**src/rtl/tile_compute_pkg.sv**
```systemverilog
// Shared types for the tile compute sequencer: FSM state encoding and the
// job configuration latched when a start is accepted.
package tile_compute_pkg;

  localparam int TW_DEF = 8;

  typedef enum logic [2:0] {
    S_IDLE,
    S_LOAD_B,
    S_WAIT_B,
    S_CAL,
    S_WAIT_CAL,
    S_GATHER,
    S_WAIT_G,
    S_DONE
  } state_e;

  typedef struct packed {
    logic [TW_DEF-1:0] m_tiles;
    logic [TW_DEF-1:0] k_tiles;
    logic [TW_DEF-1:0] n_tiles;
    logic              acc_mode;
  } cfg_t;

endpackage

```
**src/rtl/tile_loop_counter.sv**
```systemverilog
// Three-level nested tile index counter (level 0 = m inner, 1 = k, 2 = n outer).
// An increment at one level resets every level below it; each level wraps after its last tile.
module tile_loop_counter
  import tile_compute_pkg::*;
#(
  parameter int TW = TW_DEF
) (
  input  logic          clk,
  input  logic          rst,
  input  logic          clear,
  input  logic          inc_m,
  input  logic          inc_k,
  input  logic          inc_n,
  input  logic [TW-1:0] m_tiles,
  input  logic [TW-1:0] k_tiles,
  input  logic [TW-1:0] n_tiles,
  output logic [TW-1:0] m_idx,
  output logic [TW-1:0] k_idx,
  output logic [TW-1:0] n_idx,
  output logic          last_m,
  output logic          last_k,
  output logic          last_n
);

  logic [2:0]    inc;
  logic [2:0]    last;
  logic [TW-1:0] lim [3];
  logic [TW-1:0] idx [3];

  assign inc    = {inc_n, inc_k, inc_m};
  assign lim[0] = m_tiles;
  assign lim[1] = k_tiles;
  assign lim[2] = n_tiles;

  genvar gi;
  generate
    for (gi = 0; gi < 3; gi++) begin : g_lvl
      logic [TW-1:0] idx_q, idx_d;

      assign last[gi] = (idx_q == lim[gi] - TW'(1));
      assign idx[gi]  = idx_q;

      always_comb begin
        idx_d = idx_q;
        if (clear || ((inc >> (gi + 1)) != 3'b000)) begin
          idx_d = '0;
        end else if (inc[gi]) begin
          idx_d = last[gi] ? '0 : idx_q + TW'(1);
        end
      end

      always_ff @(posedge clk) begin
        if (rst) begin
          idx_q <= '0;
        end else begin
          idx_q <= idx_d;
        end
      end
    end
  endgenerate

  assign m_idx  = idx[0];
  assign k_idx  = idx[1];
  assign n_idx  = idx[2];
  assign last_m = last[0];
  assign last_k = last[1];
  assign last_n = last[2];

endmodule

```
**src/rtl/tile_compute_sequencer.sv**
```systemverilog
// Sequences C = A*B over configurable M/K/N tile counts, issuing B-load, A-column
// compute and C-gather requests and waiting on their done pulses; supports abort.
module tile_compute_sequencer
  import tile_compute_pkg::*;
#(
  parameter int N     = 16,
  parameter int TW    = TW_DEF,
  parameter int CNT_W = 32
) (
  input  logic             clk,
  input  logic             rst,
  input  logic             start,
  input  logic             abort,
  input  logic [TW-1:0]    cfg_m_tiles,
  input  logic [TW-1:0]    cfg_k_tiles,
  input  logic [TW-1:0]    cfg_n_tiles,
  input  logic             cfg_acc_mode,
  output logic             B_load,
  input  logic             B_load_done,
  output logic             start_cal,
  output logic             acc_clear,
  input  logic             A_col_cal_done,
  output logic             C_gather,
  input  logic             C_gather_done,
  output logic [TW-1:0]    m_idx,
  output logic [TW-1:0]    k_idx,
  output logic [TW-1:0]    n_idx,
  output logic             busy,
  output logic             Finish,
  output logic             aborted,
  output logic [CNT_W-1:0] busy_cycles
);

  // N only scales indices in the datapath outside this block.
  if (N < 1) begin : g_n_invalid
  end

  state_e           state_q, state_d;
  cfg_t             cfg_q, cfg_d;
  logic [CNT_W-1:0] cnt_q, cnt_d;
  logic             clr, inc_m, inc_k, inc_n;
  logic             last_m, last_k, last_n;
  logic             aborted_d;
  logic             b_load_q, b_load_d, start_cal_q, start_cal_d, acc_clear_q, acc_clear_d;
  logic             c_gather_q, c_gather_d, busy_q, busy_d, finish_q, finish_d, aborted_q;

  tile_loop_counter #(.TW(TW)) u_loops (
    .clk     (clk),
    .rst     (rst),
    .clear   (clr),
    .inc_m   (inc_m),
    .inc_k   (inc_k),
    .inc_n   (inc_n),
    .m_tiles (TW'(cfg_q.m_tiles)),
    .k_tiles (TW'(cfg_q.k_tiles)),
    .n_tiles (TW'(cfg_q.n_tiles)),
    .m_idx   (m_idx),
    .k_idx   (k_idx),
    .n_idx   (n_idx),
    .last_m  (last_m),
    .last_k  (last_k),
    .last_n  (last_n)
  );

  always_comb begin
    state_d   = state_q;
    cfg_d     = cfg_q;
    cnt_d     = cnt_q;
    clr       = 1'b0;
    inc_m     = 1'b0;
    inc_k     = 1'b0;
    inc_n     = 1'b0;
    aborted_d = 1'b0;
    if (state_q != S_IDLE && !(&cnt_q)) begin
      cnt_d = cnt_q + CNT_W'(1);
    end
    case (state_q)
      S_IDLE: begin
        if (start) begin
          cfg_d.m_tiles  = TW_DEF'(cfg_m_tiles);
          cfg_d.k_tiles  = TW_DEF'(cfg_k_tiles);
          cfg_d.n_tiles  = TW_DEF'(cfg_n_tiles);
          cfg_d.acc_mode = cfg_acc_mode;
          clr            = 1'b1;
          cnt_d          = '0;
          // An empty job completes immediately without touching the datapath.
          if (cfg_m_tiles == '0 || cfg_k_tiles == '0 || cfg_n_tiles == '0) begin
            state_d = S_DONE;
          end else begin
            state_d = S_LOAD_B;
          end
        end
      end
      S_LOAD_B: state_d = S_WAIT_B;
      S_WAIT_B: if (B_load_done) state_d = S_CAL;
      S_CAL:    state_d = S_WAIT_CAL;
      S_WAIT_CAL: begin
        if (A_col_cal_done) begin
          if (!last_m) begin
            inc_m   = 1'b1;
            state_d = S_CAL;
          end else if (cfg_q.acc_mode && !last_k) begin
            inc_k   = 1'b1;
            state_d = S_LOAD_B;
          end else begin
            state_d = S_GATHER;
          end
        end
      end
      S_GATHER: state_d = S_WAIT_G;
      S_WAIT_G: begin
        if (C_gather_done) begin
          if (!cfg_q.acc_mode && !last_k) begin
            inc_k   = 1'b1;
            state_d = S_LOAD_B;
          end else if (last_n) begin
            state_d = S_DONE;
          end else begin
            inc_n   = 1'b1;
            state_d = S_LOAD_B;
          end
        end
      end
      S_DONE:   state_d = S_IDLE;
      default:  state_d = S_IDLE;
    endcase
    // Abort overrides any done pulse arriving in the same cycle.
    if (abort && state_q != S_IDLE) begin
      state_d   = S_IDLE;
      inc_m     = 1'b0;
      inc_k     = 1'b0;
      inc_n     = 1'b0;
      aborted_d = 1'b1;
    end
  end

  // CAL is only entered with k unchanged, so the current k_idx qualifies the clear.
  always_comb begin
    b_load_d    = (state_d == S_LOAD_B);
    start_cal_d = (state_d == S_CAL);
    acc_clear_d = (state_d == S_CAL) && (!cfg_q.acc_mode || k_idx == '0);
    c_gather_d  = (state_d == S_GATHER);
    busy_d      = (state_d != S_IDLE);
    finish_d    = (state_d == S_DONE);
  end

  always_ff @(posedge clk) begin
    if (rst) begin
      state_q     <= S_IDLE;
      cfg_q       <= '0;
      cnt_q       <= '0;
      b_load_q    <= 1'b0;
      start_cal_q <= 1'b0;
      acc_clear_q <= 1'b0;
      c_gather_q  <= 1'b0;
      busy_q      <= 1'b0;
      finish_q    <= 1'b0;
      aborted_q   <= 1'b0;
    end else begin
      state_q     <= state_d;
      cfg_q       <= cfg_d;
      cnt_q       <= cnt_d;
      b_load_q    <= b_load_d;
      start_cal_q <= start_cal_d;
      acc_clear_q <= acc_clear_d;
      c_gather_q  <= c_gather_d;
      busy_q      <= busy_d;
      finish_q    <= finish_d;
      aborted_q   <= aborted_d;
    end
  end

  assign B_load      = b_load_q;
  assign start_cal   = start_cal_q;
  assign acc_clear   = acc_clear_q;
  assign C_gather    = c_gather_q;
  assign busy        = busy_q;
  assign Finish      = finish_q;
  assign aborted     = aborted_q;
  assign busy_cycles = cnt_q;

endmodule

```
**config.mk**
```make
export PLATFORM = sky130hd
export DESIGN_NAME = tile_compute_sequencer
export DESIGN_NICKNAME = d
export VERILOG_FILES = /design/src/rtl/tile_compute_pkg.sv /design/src/rtl/tile_loop_counter.sv /design/src/rtl/tile_compute_sequencer.sv
export SDC_FILE = /design/constraint.sdc
export NUM_CORES = 1
export LEC_CHECK = 0
export CORE_AREA = 3 3 120 111
export DETAILED_ROUTE_END_ITERATION = 10
export DIE_AREA = 0 0 123 114
export GPL_ROUTABILITY_DRIVEN = 1
export GPL_TIMING_DRIVEN = 0
export PLACE_DENSITY = 0.71
export RECOVER_POWER = 25
export SYNTH_ARGS = -nofsm -noshare
export SYNTH_HDL_FRONTEND = slang
export SYNTH_SLANG_ARGS = --single-unit
```
**constraint.sdc**
```tcl
create_clock -name clk -period 3.15 [get_ports clk]
set_clock_uncertainty 0.1 [all_clocks]
set_input_delay 0.7875 -clock clk [delete_from_list [all_inputs] [get_ports clk]]
set_output_delay 0.7875 -clock clk [all_outputs]
set_load 0.05 [all_outputs]
```
### After elaboration in Yosys (flattened, before gate mapping)

Index checks and enable logic that the tools add are counted.

| storage, ports and cells | value |
|---|---|
| register bits | 91 |
| latch bits | 0 |
| RAM bits | 0 |
| ROM bits | 0 |
| output and inout bits | 63 |
| word-level logic and storage cells | 99 |
| memories kept | 0 |

| cells by class | value |
|---|---|
| add/subtract/negate cells | 7 |
| multipliers | 0 |
| divide/modulo/power cells | 0 |
| order comparisons | 0 |
| eq/ne operators | 14 |
| shift operators | 0 |
| mux-type cells | 36 |
| bitwise operators | 0 |
| reductions and logical operators | 26 |

Operator list:

| cell | count |
|---|---|
| 32-bit 2-to-1 mux | 3 |
| 32-bit by 1-bit adder with 32-bit output, second input constant | 1 |
| 8-bit logical NOT | 4 |
| 32-bit AND reduction | 1 |
| 3-bit 2-to-1 mux | 10 |
| 8-bit by 1-bit adder with 8-bit output, second input constant | 3 |
| 8-bit equality test | 3 |
| 8-bit 2-to-1 mux | 3 |
| 3-bit one-hot mux with 8 select lines | 1 |
| 8-bit by 1-bit subtractor with 8-bit output, second input constant | 3 |
| 3-bit equality test, second input constant | 6 |
| 1-bit 2-to-1 mux | 18 |
| 3-bit by 2-bit equality test with 1-bit output, second input constant | 3 |
| 3-bit nonzero test | 3 |
| 3-bit by 1-bit equality test with 1-bit output, second input constant | 2 |
| 2-bit OR reduction | 3 |
| 1-bit logical AND | 5 |
| 1-bit logical OR | 5 |
| 1-bit logical NOT | 3 |
| 3-bit logical NOT | 1 |
| 1-bit one-hot mux with 2 select lines | 1 |
| 2-bit AND reduction | 1 |

### Logic depth before layout (Yosys ltp)

| logic depth | value |
|---|---|
| depth after elaboration | 12 |
| mapped depth | 14 |
| depth with buffers taken out | 10 |

### Cells and area by module

From an unflattened synthesis, not the netlist that was laid out.

| second synthesis, totals | value |
|---|---|
| cells, all modules | 601 |
| area total of the unflattened synthesis | 5004.8 µm² |

By module, submodules not included:

| module | times used | cells each | area each (µm²) |
|---|---|---|---|
| tile_compute_sequencer | 1 | 391 | 3159.3 |
| tile_loop_counter | 1 | 210 | 1845.5 |

### Least setup slack after synthesis

Ideal clock, no wire load.

| path | value |
|---|---|
| kind | flip-flop to flip-flop |
| start | register u_loops.g_lvl[2].idx_q[5], in the netlist u_loops.n_idx[5] |
| end | register u_loops.g_lvl[0].idx_q[1], in the netlist u_loops.m_idx[1] |
| arrival time | 3026 ps |
| required time | 2984 ps |
| setup slack | -42 ps |
| cell stages (with the launch flop) | 13 |
| buffers on the path | 4 |
| clock period less this slack | 3192 ps |
| cell sequence | dfxtp_1 clkbuf_1 or3b_2 or4b_1 o311ai_0 o211ai_1 o211a_1 buf_2 nand2b_1 buf_2 or2_1 buf_2 nor2_1 |

| between the ends | value |
|---|---|
| cells in the longest elaborated chain, start to end | 9 |

RTL lines:

| element | line | text |
|---|---|---|
| start: declaration | tile_loop_counter.sv:38 | `logic [TW-1:0] idx_q, idx_d;` |
| start signal: assignment | tile_loop_counter.sv:56 | `idx_q <= idx_d;` |
| 8-bit equality test | tile_loop_counter.sv:40 | `assign last[gi] = (idx_q == lim[gi] - TW'(1));` |
| 1-bit 2-to-1 mux | tile_compute_sequencer.sv:116 | `end else if (last_n) begin` |
| 1-bit 2-to-1 mux | tile_compute_sequencer.sv:113 | `if (!cfg_q.acc_mode && !last_k) begin` |
| 1-bit 2-to-1 mux | tile_compute_sequencer.sv:112 | `if (C_gather_done) begin` |
| 1-bit 2-to-1 mux | tile_compute_sequencer.sv:77 | `case (state_q)` |
| 1-bit 2-to-1 mux | tile_compute_sequencer.sv:128 | `if (abort && state_q != S_IDLE) begin` |
| 3-bit nonzero test | tile_loop_counter.sv:45 | `if (clear \|\| ((inc >> (gi + 1)) != 3'b000)) begin` |
| 1-bit logical OR | tile_loop_counter.sv:45 |  |
| 2-bit OR reduction (no line) | n/a |  |
| end signal: assignment | tile_loop_counter.sv:56 |  |
| end: declaration | tile_loop_counter.sv:38 |  |

Every way passes these cells.
A chain may end at the register's enable or synchronous reset.

### Worst setup path after layout

| path | value |
|---|---|
| start | register cfg_q[1] (netlist name) |
| end | register b_load_q, in the netlist B_load |

| between the ends | value |
|---|---|
| cells in the longest elaborated chain, start to end | 8 |

RTL lines:

| element | line | text |
|---|---|---|
| start: declaration | tile_compute_sequencer.sv:39 | `cfg_t cfg_q, cfg_d;` |
| start signal: assignment | tile_compute_sequencer.sv:161 | `cfg_q <= cfg_d;` |
| 8-bit by 1-bit subtractor with 8-bit output | tile_loop_counter.sv:40 |  |
| 8-bit equality test | tile_loop_counter.sv:40 |  |
| 3-bit 2-to-1 mux | tile_compute_sequencer.sv:116 |  |
| 3-bit 2-to-1 mux | tile_compute_sequencer.sv:113 |  |
| 3-bit 2-to-1 mux | tile_compute_sequencer.sv:112 |  |
| 3-bit one-hot mux with 8 select lines | tile_compute_sequencer.sv:77 |  |
| 3-bit 2-to-1 mux | tile_compute_sequencer.sv:128 |  |
| 3-bit by 1-bit equality test with 1-bit output | tile_compute_sequencer.sv:139 | `b_load_d = (state_d == S_LOAD_B);` |
| end signal: assignment | tile_compute_sequencer.sv:163 | `b_load_q <= b_load_d;` |
| end: declaration | tile_compute_sequencer.sv:44 | `logic b_load_q, b_load_d, start_cal_q, start_cal_d, acc_clear_q, acc_clear_d;` |

Every way passes these cells.

==> flow_summary_export.csv <==
group,metric,value,unit
cells_and_area,n_fill_cell,1112,
floorplan,coreArea,12030,um^2
outcome,status,"completed",
sta,finalSetupViolCount,0,
clock_tree,clkLatencyLatePin,340,ps
worst_setup_path,cpMostUsedCell,"a2111oi_4",
cells_and_area,final_util,0.5312,
sta,rsz0062_at_grt,"yes",
placement,dp_cells,841,
power,p_leak,2.244,nW
cells_and_area,drive_gt1_frac,0.08857,
cells_and_area,final_cells,860,
synthesis,syn_area,4811,um^2
floorplan,dieArea,14020,um^2
synthesis,ys_seq_area_frac,0.3787,
global_routing,gr-usage-all-layers,0.1816,
floorplan,start_util,0.3999,
cells_and_area,areaGrowthSynthToFinish,32.82,%
worst_setup_path,slowest_stage,"or4_4",
clock_tree,cts-root-buf,"clkbuf_16",
worst_setup_path,crit_path_cell_trace,"inv_2 > ha_4 > or3b_4 > or4_4 > a2111oi_4 > nand2_1 > a2111oi_4 > and4b_4 > a21o_1 > and2_1",
drt,postRouteAntennaNets,0,
drt,route.detailed.drc,0,
sta,drv_slew,0,
clock_tree,ctsHoldBuffers,0,
worst_setup_path,critPathArrivalTime,3240,ps
clock_tree,cts.sinks,91,
sta,period_minus_slack,3104,ps
worst_setup_path,critical_path_class,"reg2reg",
cells_and_area,nNetsFinal,736,
sta,max_freq,0.3222,GHz
floorplan,die_h,114,um
clock_tree,cts_buffers,9,
synthesis,ys_warn_count,0,
sta,whs,372.5,ps
worst_hold_path,hold_class,"reg2reg",
cells_and_area,final_common_cell,"dfxtp_1",
power,ir_drop,0.0002461,V
job,cap_violations,0,
worst_setup_path,max_stage_delay,500,ps
drt,drtIter0Drc,273,
clock_tree,cts_buffer_depth,2,
synthesis,synth_nets,627,
sta,fin_ws,46.36,ps
clock_tree,cts_tree,"yes",
worst_setup_path,critPathCaptureType,"flip-flop",
global_routing,grt_pass1_vias,4403,
synthesis,synth_cell_type_count,63,
synthesis,synth-seq-cells,91,
floorplan,rows,38,
power,powerDensity,432.6,nW/um^2
sta,hold_viol_final,0,
synthesis,async_flop_share,0,
floorplan,pin_count,95,
drt,vias,4476,
global_routing,grt_max_degree,14,
drt,vias_per_cell,5.205,
sta,finalCritPeriodShare,0.9853,
placement,hpwl,9.311,mm
synthesis,synthCells,587,
worst_setup_path,critPathMaxFanout,5,
floorplan,die_w,123,um
placement,place_ws,-256.5,ps
worst_setup_path,crit_required,3280,ps
synthesis,synth_edf_count,0,
drt,first_pass_iters,4,
sta,tightest_slew,1004,ps
placement,gp_congestion,0.8754,
worst_setup_path,critical_path.startpoint_type,"flip-flop",
global_routing,antenna_found_initial,0,
sta,slew_headroom,0.3255,
drt,wire_per_inst,14.43,um
global_routing,overflow,0,
synthesis,postSynthAreaPerCell,8.196,um^2
cells_and_area,diodes,0,
placement,io_buffers,94,
clock_tree,htree_levels,3,
drt,wl,12.41,mm
global_routing,grt_pass1_wl,20.60,mm
clock_tree,clk_pin_slew_worst_paths,60,ps
cells_and_area,final_cell_mix,"87 x dfxtp_1, 76 x nand2_1, 70 x nor2_1",
synthesis,synthFlopType,"dfxtp_1",
[final cells by class]
class,instances,area [um^2],share of cell area
inverter,22,82.58,0.01292
clock inverter,2,35.03,0.005483
buffer,23,137.6,0.02154
multi-input combinational,448,2851,0.4462
clock buffer,13,260.3,0.04073
tap,160,200.2,0.03133
sequential,91,1829,0.2863
timing repair buffer,101,993.5,0.1555
[logic make-up after synthesis]
| logic type | Yosys count | synth area share |
|---|---|---|
| adder cells (fa/ha/maj) | 8 | 0.02081 |
| buffers and inverters | 48 | 0.04915 |
| AND/OR/NAND/NOR | 285 | 0.3033 |
| flip-flops | 91 | 0.3787 |
| XOR/XNOR | 78 | 0.1420 |
| multiplexers | 3 | 0.006502 |
| AO/OA/AOI/OAI | 74 | 0.09961 |
[sequential cells by signal (all words and copies together), names as in the netlist]
signal,count
B_load,1
C_gather,1
Finish,1
aborted,1
acc_clear,1
busy,1
busy_cycles,32
cfg_q,25
start_cal,1
state_q,3
u_loops.k_idx,8
u_loops.m_idx,8
u_loops.n_idx,8
[routing by layer]
layer | track usage | part of all wire | vias up
met1 | 0.2257 | 0.44 | 2109
met3 | 0.05503 | 0.065 | 15
met2 | 0.3053 | 0.48 | 111
met5 | 0 | 0 | -
met4 | 0.05018 | 0.013 | 0
li1 | - | - | 2241
[worst max-delay path: cells and delay by family (launching register included)]
family	cells	cell delay (ps)
simple gates	5	1440
compound gates	3	920
flops	1	360
fa+ha+maj	1	120
buf+inv	1	60
[synth_stat cells, drive strengths merged (3+ instances only)]
master / n / area share
a211oi: 3 / 0.0047
a21oi: 45 / 0.047
and2: 4 / 0.0052
and3: 18 / 0.023
buf: 8 / 0.012
clkbuf: 18 / 0.020
dfxtp: 91 / 0.38
ha: 8 / 0.021
inv: 22 / 0.017
nand2: 76 / 0.059
nand2b: 6 / 0.0078
nand3: 22 / 0.023
nand4: 16 / 0.021
nor2: 71 / 0.055
nor3: 19 / 0.021
nor4: 19 / 0.028
o211ai: 4 / 0.0062
o21ai: 4 / 0.0042
or2: 4 / 0.0052
or3: 6 / 0.0078
or4: 7 / 0.012
xnor2: 57 / 0.10
xor2: 21 / 0.038
[metrics by stage]
step	total power [mW]	TNS (ps)	area (um^2)
finish	2.764	0	6390
global route	2.887	-421.8	6390
CTS	2.764	0	6287
detailed placement	1.679	-2345	5959
global placement	1.663	-1708	5959
floorplan	1.542	0	4818
[report_power, final]
part	internal [mW]	switching, mW
clock network	0.653	0.420
registers	1.19	0.0379
logic	0.203	0.265
[what timing repair did]
item,in CTS,in global routing
setup endpoints to repair,14,30
buffers inserted,1,6
pin swaps,4,10
gates cloned,0,0
gates resized for setup,8,21
[final timing paths]
| kind | slack (ps) | to | from | depth (start not counted) |
|---|---|---|---|---|
| max reg2reg | 50 | B_load | cfg_q[1] | 10 |
| min reg2reg | 370 | cfg_q[8] | cfg_q[8] | 2 |
| min | 370 | cfg_q[8] | cfg_q[8] | 2 |
| max | 50 | B_load | cfg_q[1] | 10 |
Power figures use the tool's default switching activity.
